<file path="src/rtl/reorder_buffer.sv">
// Circular reorder buffer: in-order allocate and retire, CDB capture,
// mispredict flush with redirect PC, and operand queries with CDB bypass.
module reorder_buffer #(
   parameter int         RoB_WIDTH = 3,
   parameter logic [5:0] NON_DEP   = 6'b100000
) (
   input  logic                 clk_in,
   input  logic                 rst_in,
   input  logic                 rdy_in,
   input  logic                 issue_en,
   input  logic [5:0]           issue_rd,
   input  logic                 issue_is_br,
   input  logic                 issue_pred,
   input  logic [31:0]          issue_pc,
   output logic [RoB_WIDTH-1:0] issue_index,
   output logic                 full,
   input  logic                 wb_en,
   input  logic [RoB_WIDTH-1:0] wb_index,
   input  logic [31:0]          wb_data,
   input  logic                 wb_taken,
   input  logic [31:0]          wb_target,
   input  logic [RoB_WIDTH-1:0] q1_index,
   input  logic [RoB_WIDTH-1:0] q2_index,
   output logic                 q1_ready,
   output logic                 q2_ready,
   output logic [31:0]          q1_data,
   output logic [31:0]          q2_data,
   output logic                 RoB_update_en,
   output logic [5:0]           RoB_update_reg,
   output logic [RoB_WIDTH-1:0] RoB_update_index,
   output logic [31:0]          RoB_update_data,
   output logic                 flush_signal,
   output logic [31:0]          flush_pc
);

   localparam int                   DEPTH    = 1 << RoB_WIDTH;
   localparam logic [RoB_WIDTH:0]   CNT_FULL = (RoB_WIDTH+1)'(DEPTH);
   localparam logic [RoB_WIDTH:0]   CNT_ONE  = (RoB_WIDTH+1)'(1);
   localparam logic [RoB_WIDTH-1:0] PTR_ONE  = RoB_WIDTH'(1);

   logic [RoB_WIDTH-1:0] r_head;
   logic [RoB_WIDTH-1:0] r_tail;
   logic [RoB_WIDTH:0]   r_count;
   logic [DEPTH-1:0]     r_busy;
   logic [DEPTH-1:0]     r_ready;
   logic [DEPTH-1:0]     r_is_br;
   logic [DEPTH-1:0]     r_pred;
   logic [DEPTH-1:0]     r_taken;
   logic [5:0]           r_rd     [DEPTH];
   logic [31:0]          r_data   [DEPTH];
   logic [31:0]          r_target [DEPTH];
   logic [31:0]          r_pc     [DEPTH];

   logic                 r_upd_en;
   logic [5:0]           r_upd_reg;
   logic [RoB_WIDTH-1:0] r_upd_index;
   logic [31:0]          r_upd_data;
   logic                 r_flush;
   logic [31:0]          r_flush_pc;

   logic                 w_full;
   logic                 w_head_go;
   logic                 w_mispred;
   logic                 w_commit;
   logic                 w_issue;
   logic                 w_wb;
   logic [31:0]          w_flush_pc;

   // Head is only judged on state already registered; a same-cycle
   // writeback never makes the head retire early.
   assign w_full     = (r_count == CNT_FULL);
   assign w_head_go  = r_busy[r_head] & r_ready[r_head] & ~r_flush;
   assign w_mispred  = w_head_go & r_is_br[r_head]
                     & (r_taken[r_head] ^ r_pred[r_head]);
   assign w_commit   = w_head_go & ~w_mispred;
   assign w_issue    = issue_en & ~w_full & ~r_flush & ~w_mispred;
   assign w_wb       = wb_en & r_busy[wb_index] & ~r_flush & ~w_mispred;
   assign w_flush_pc = r_taken[r_head] ? r_target[r_head]
                                       : r_pc[r_head] + 32'd4;

   assign issue_index      = r_tail;
   assign full             = w_full;
   assign RoB_update_en    = r_upd_en;
   assign RoB_update_reg   = r_upd_reg;
   assign RoB_update_index = r_upd_index;
   assign RoB_update_data  = r_upd_data;
   assign flush_signal     = r_flush;
   assign flush_pc         = r_flush_pc;

   // Pointer, occupancy and per-entry bookkeeping
   always_ff @(posedge clk_in or posedge rst_in) begin
      if (rst_in) begin
         r_head  <= '0;
         r_tail  <= '0;
         r_count <= '0;
         r_busy  <= '0;
         r_ready <= '0;
         r_is_br <= '0;
         r_pred  <= '0;
         r_taken <= '0;
         for (int i = 0; i < DEPTH; i++) begin
            r_rd[i]     <= NON_DEP;
            r_data[i]   <= '0;
            r_target[i] <= '0;
            r_pc[i]     <= '0;
         end
      end else if (rdy_in) begin
         if (w_mispred) begin
            r_head  <= '0;
            r_tail  <= '0;
            r_count <= '0;
            r_busy  <= '0;
         end else begin
            if (w_wb) begin
               r_ready[wb_index]  <= 1'b1;
               r_data[wb_index]   <= wb_data;
               r_taken[wb_index]  <= wb_taken;
               r_target[wb_index] <= wb_target;
            end
            if (w_commit) begin
               r_busy[r_head] <= 1'b0;
               r_head         <= r_head + PTR_ONE;
            end
            if (w_issue) begin
               r_busy[r_tail]  <= 1'b1;
               r_ready[r_tail] <= 1'b0;
               r_rd[r_tail]    <= issue_rd;
               r_is_br[r_tail] <= issue_is_br;
               r_pred[r_tail]  <= issue_pred;
               r_pc[r_tail]    <= issue_pc;
               r_tail          <= r_tail + PTR_ONE;
            end
            if (w_issue & ~w_commit) begin
               r_count <= r_count + CNT_ONE;
            end else if (~w_issue & w_commit) begin
               r_count <= r_count - CNT_ONE;
            end
         end
      end
   end

   // Registered commit pulse to the RF and flush pulse to the pipeline
   always_ff @(posedge clk_in or posedge rst_in) begin
      if (rst_in) begin
         r_upd_en    <= 1'b0;
         r_upd_reg   <= '0;
         r_upd_index <= '0;
         r_upd_data  <= '0;
         r_flush     <= 1'b0;
         r_flush_pc  <= '0;
      end else if (rdy_in) begin
         r_upd_en <= w_commit;
         r_flush  <= w_mispred;
         if (w_commit) begin
            r_upd_reg   <= r_rd[r_head];
            r_upd_index <= r_head;
            r_upd_data  <= r_data[r_head];
         end
         if (w_mispred) begin
            r_flush_pc <= w_flush_pc;
         end
      end
   end

   // Operand queries: stored value first, then same-cycle CDB bypass
   always_comb begin
      q1_ready = 1'b0;
      q1_data  = '0;
      q2_ready = 1'b0;
      q2_data  = '0;
      if (r_busy[q1_index] & r_ready[q1_index]) begin
         q1_ready = 1'b1;
         q1_data  = r_data[q1_index];
      end else if (wb_en && (wb_index == q1_index)) begin
         q1_ready = 1'b1;
         q1_data  = wb_data;
      end
      if (r_busy[q2_index] & r_ready[q2_index]) begin
         q2_ready = 1'b1;
         q2_data  = r_data[q2_index];
      end else if (wb_en && (wb_index == q2_index)) begin
         q2_ready = 1'b1;
         q2_data  = wb_data;
      end
   end

endmodule

</file>
<file path="config.mk">
export PLATFORM = sky130hd
export DESIGN_NAME = reorder_buffer
export DESIGN_NICKNAME = d
export VERILOG_FILES = /design/src/rtl/reorder_buffer.sv
export SDC_FILE = /design/constraint.sdc
export NUM_CORES = 2
export LEC_CHECK = 0
export ABC_AREA = 1
export BUFFER_PORTS_ARGS = -buffer_cell sky130_fd_sc_hd__buf_2
export CAP_MARGIN = 25
export CELL_PAD_IN_SITES_DETAIL_PLACEMENT = 2
export CELL_PAD_IN_SITES_GLOBAL_PLACEMENT = 2
export CORE_UTILIZATION = 37
export DETAILED_ROUTE_END_ITERATION = 10
export GPL_ROUTABILITY_DRIVEN = 0
export PLACE_DENSITY_LB_ADDON = 0.12
export SYNTH_ARGS = -nofsm -noshare
export SYNTH_HDL_FRONTEND = slang
export SYNTH_SLANG_ARGS = --single-unit
</file>
<file path="constraint.sdc">
create_clock -name clk_in -period 39.3 [get_ports clk_in]
set_clock_uncertainty 0.1 [all_clocks]
set_input_delay 9.825 -clock clk_in [delete_from_list [all_inputs] [get_ports clk_in]]
set_output_delay 9.825 -clock clk_in [all_outputs]
set_load 0.01 [all_outputs]
</file>
# After elaboration in Yosys (flattened, before gate mapping)
# Index checks and enable logic that the tools add are counted.
[classes]
add_sub_neg = 5
n_lt_le_gt_ge = 15
n_eq_ne = 3
muxes = 82
n_bitwise = 32
reduce_logical = 18
[ops]
columns = ["operator", "count"]
rows = [
  ["bitwise mux 256 bit", 3],
  ["two-way mux 32 bit", 17],
  ["binary-select mux 32 bit (select 3 bit)", 5],
  ["demux 32 bit (select 3 bit)", 2],
  ["two-way mux 8 bit", 9],
  ["bitwise mux 48 bit", 1],
  ["adder 32 x 3 -> 32 bit (second input constant)", 1],
  ["binary-select mux 1 bit (select 3 bit)", 10],
  ["bitwise mux 8 bit", 3],
  [">= comparator 4 bit (second input constant)", 5],
  ["< comparator 3 x 4 -> 1 bit (second input constant)", 5],
  ["NOT 3 -> 4 bit", 5],
  ["binary-select mux 6 bit (select 3 bit)", 1],
  ["demux 6 bit (select 3 bit)", 1],
  ["two-way mux 6 bit", 3],
  ["two-way mux 1 bit", 17],
  ["AND 8 bit", 2],
  ["NOT 8 bit", 2],
  ["OR 8 bit", 2],
  ["AND 1 bit", 15],
  ["two-way mux 3 bit", 4],
  ["two-way mux 4 bit", 3],
  ["AND reduction 2 bit", 6],
  ["demux 1 bit (select 3 bit)", 3],
  ["13 further kinds", 30],
]
[word_totals]
reg_bits = 941
in_bits = 119
output_inout_bits = 145
word_cells = 201

# Depth between registers and ports, before layout
[depth]
depth_word = 14
mapped_depth = 22
ltp_nobuf = 20

# Worst setup path before layout
# No wires, ideal clock.
[synth_path]
path_kind = "input-to-output"
from = "in q1_index[0]"
to = "out q1_data[3]"
arrival_time_ps = 11227
required_time_ps = 29375
setup_slack_ps = 18148
stages = 9
path_buffers = 3
cell_sequence = "clkbuf_1 > clkbuf_1 > buf_1 > a21oi_1 > o21ai_0 > o21ai_0 > a21o_1 > nand3_1 > o21ai_0"
[synth_via]
elab_chain_len = 5
word_cells_on_any_way = 13
classes_between = "eq/ne (1); mux (9); bitwise (2); reduce/logical (1)"
[synth_lines]
columns = ["element", "line", "source"]
rows = [
  ["start, declared", "22", "input logic [RoB_WIDTH-1:0] q1_index,"],
  ["NOT 3 -> 4 bit (not written as such)", "173", "q1_data = r_data[q1_index];"],
  ["binary-select mux 32 bit (select 3 bit)", "173", ""],
  ["two-way mux 32 bit (not written as such) (2 in series)", "173", ""],
  ["two-way mux 32 bit *", "171", "if (r_busy[q1_index] & r_ready[q1_index]) begin"],
  ["end, declared", "26", "output logic [31:0] q1_data,"],
]
# Every way passes the cells marked *; elsewhere a longest branch is shown, timed or not. The select of a mux whose other input is x is not followed.

# Final worst setup path
[layout_path]
from = "in q1_index[0]"
to = "out q1_data[26]"
# The elaborated chain is that of the path after synthesis.

==> results.md <==
- GR Overflow Total: 0
- Hold Crit Class: flip-flop to flip-flop
- Area Overhead vs Synth: 13.38%
- Fin cells: 7834
- Flops & latches, synth: 941
- Antenna Nets Post-Route: 0
- CTS Sinks: 941
- YS warnings: 0
- Mapped cell area: 46800 um^2
- Initial antenna violation count: 5
- Critical Path AT: 13340 ps
- Clock slew at reported path FFs: 60 ps
- Launch point of the worst path: q1_index[0]
- Async SR Flop Fraction: 100.0%
- Post-Syn Instances: 6045
- EDFF count, synth: 0
- Area share of the largest cell type after synthesis: 49.89%
- Hold path startpoint: flush_pc[14]
- Hold Crit Depth: 2
- Pwr dens: 80.31 nW/um^2
- Residual DRC: 0
- Setup_tns: 0 ps
- Via density per instance: 5.710
- DIE AREA: 127900 um^2
- Syn_nets: 6170
- Final Critical Period: 23270 ps
- Netlist cell types: 50
- Vias in the first global route: 48.12k
- Worst-Skew Late Latency: 750 ps
- Regs by FF count: r_data (256), r_pc (256), r_target (256)
- TritonCTS clock tree: yes
- Total number of H-tree levels: 3
- Post-synth top cells: nand2_1, o21ai_0, dfrtp_1
- Multi-input gate area: 19950 um^2
- CP endpoint kind: output pin
- Area leader, netlist: dfrtp_1
- First-pass GRT wire length: 302.2 mm
- 1st-iter DRT viols: 2953
- Required time of the critical path: 29380 ps
- Register area: 23560 um^2
- Core box area: 125600 um^2
- WS Path Type: input port to output pin
- IO Pins: 264
- Launching point of the worst reg2reg path: r_head[0]
- FILL cells: 14.39k
- Slew @ Worst Pin: 1073 ps
- Net count reported at finish: 6213
- Initial cell density of the core: 37.27%
- Maximum number of pins on one net before global-route repair: 138
- TritonCTS Buffers: 111
- Fin. max-slew vios: 0
- Port Buf Inserts: 263
- Routed WL: 199.1 mm
- Total GRT Usage: 31.03%
- Number of setup buffers added after CTS: 0
- CP Max Fanout: 75
- Die W: 357.6 um
- Clk Tree Root Cell: clkbuf_16
- Pre-antenna DRT Iters: 5
- Reg2reg path depth: 15
- Maximum capacitance violations: 0
- Number of placed instances, taps included: 7617
- Max Freq: 0.04298 GHz
- Worst setup SP type: input port
- Final core utilization: 42.26%
- RSZ-0062 raised after global routing: false
- Peak supply drop: 46.22 uV
- Layout cells sized above 1: 9.740%
- Post-DP HPWL: 120.5 mm
- Post-cts resize count: 0
- Routed WL per cell: 25.42 um
- Finish-stage setup viols: 0
- Worst slew margin: 28.45%
- Final Hold Fails: 0
- Leak: 25.70 nW
- Most common cell in the netlist: nand2_1
- Pre-CTS WS: 16150 ps
- Die H: 357.6 um
- FP Rows: 130
- CTS Hold Bufs: 0
- Via count: 44.73k
- Final WS setup: 16030 ps
- Sequential cell area fraction in the yosys report: 50.34%
- Clock Path Buffers: 3
- Syn avg cell area: 7.742 um^2
- Dominant synthesized flop cell: dfrtp_1
- Synth area leaders: dfrtp_1, nand2_1, o21ai_0
- Outcome: finished clean
- Fin crit share: 59.20%
-- cell type report --
class                   count  share of cell area, %
repair buffers            347                  4.018
clock buffers             177                  6.348
multi-input cells        4255                  37.61
flip-flops and latches    941                  44.41
diodes                      3                0.01415
clock inverters            29                 0.6249
well taps                1650                  3.891
inverters                 432                  3.091
-- path summary, 6_finish.rpt --
check / end / slack, ps
worst max register to register: RoB_update_data[14] / 32520
min in group asynchronous: r_pc[215] / 9110
worst max-delay path: q1_data[26] / 16030
worst min-delay path: flush_pc[14] / 380
worst min register to register: flush_pc[14] / 380
max in group asynchronous: r_target[175] / 26080
-- per-stage QoR --
| step | area, um^2 | hold slack, ps | total power, mW |
|---|---|---|---|
| after detailed placement | 49140 | 367.3 | 3.195 |
| after CTS | 52840 | 378.4 | 4.280 |
| after global placement | 49120 | 360.6 | 3.105 |
| after global routing | 53060 | 401.1 | 4.530 |
| after floorplan | 46800 | 349.1 | 2.542 |
| final | 53060 | 378.8 | 4.261 |
-- critical path, cell delays in order --
cell	delay, ps
buf_4	150
clkinv_2	290
buf_4	800
a21oi_1	150
o21ai_0	130
nand3_2	110
nand2_1	280
nand3_1	680
buf_4	480
o21ai_0	220
buf_2	170
-- layout by cell type (no fill, tap or decap), drive strengths merged, types with 3 or more instances in the layout --
cell type,n
nand2,1936
o21ai,1284
dfrtp,933
inv,425
buf,347
a21oi,287
nor2,218
clkbuf,177
nand3,100
a221oi,82
o22ai,61
a22oi,53
a21o,52
nand4,29
a31oi,29
clkinv,29
or2,20
a21boi,17
a22o,15
xor2,10
nand3b,8
dfstp,8
o211ai,7
xnor2,6
o21bai,5
o2111ai,5
o31ai,5
ha,5
nor3,4
o21a,4
clkinvlp,4
diode,3
a211oi,3
bufinv,3
-- power breakdown --
group          leakage, nW  internal (mW)  switching, mW
Clock                 1.81          0.607          0.449
Sequential            12.2           1.37          0.298
Combinational         11.7          0.466           1.07
-- routing by layer --
layer | track usage [%] | wire length (um) | up-vias
li1 | - | - | 20070
met1 | 41.10 | 88170 | 23360
met2 | 52.34 | 95770 | 984
met3 | 3.858 | 8401 | 320
met4 | 10.60 | 6757 | 4
met5 | 0 | 24 | -
-- logic make-up after synthesis --
kind of cell             synth area share (%)
multiplexers                          0.04278
flip-flops                              50.34
AO/OA/AOI/OAI                           22.34
adder cells (fa/ha/maj)                0.1765
AND/OR/NAND/NOR                         19.49
buffers and inverters                   7.307
XOR/XNOR                               0.2994
No activity file was read; power rests on OpenSTA's default activity.
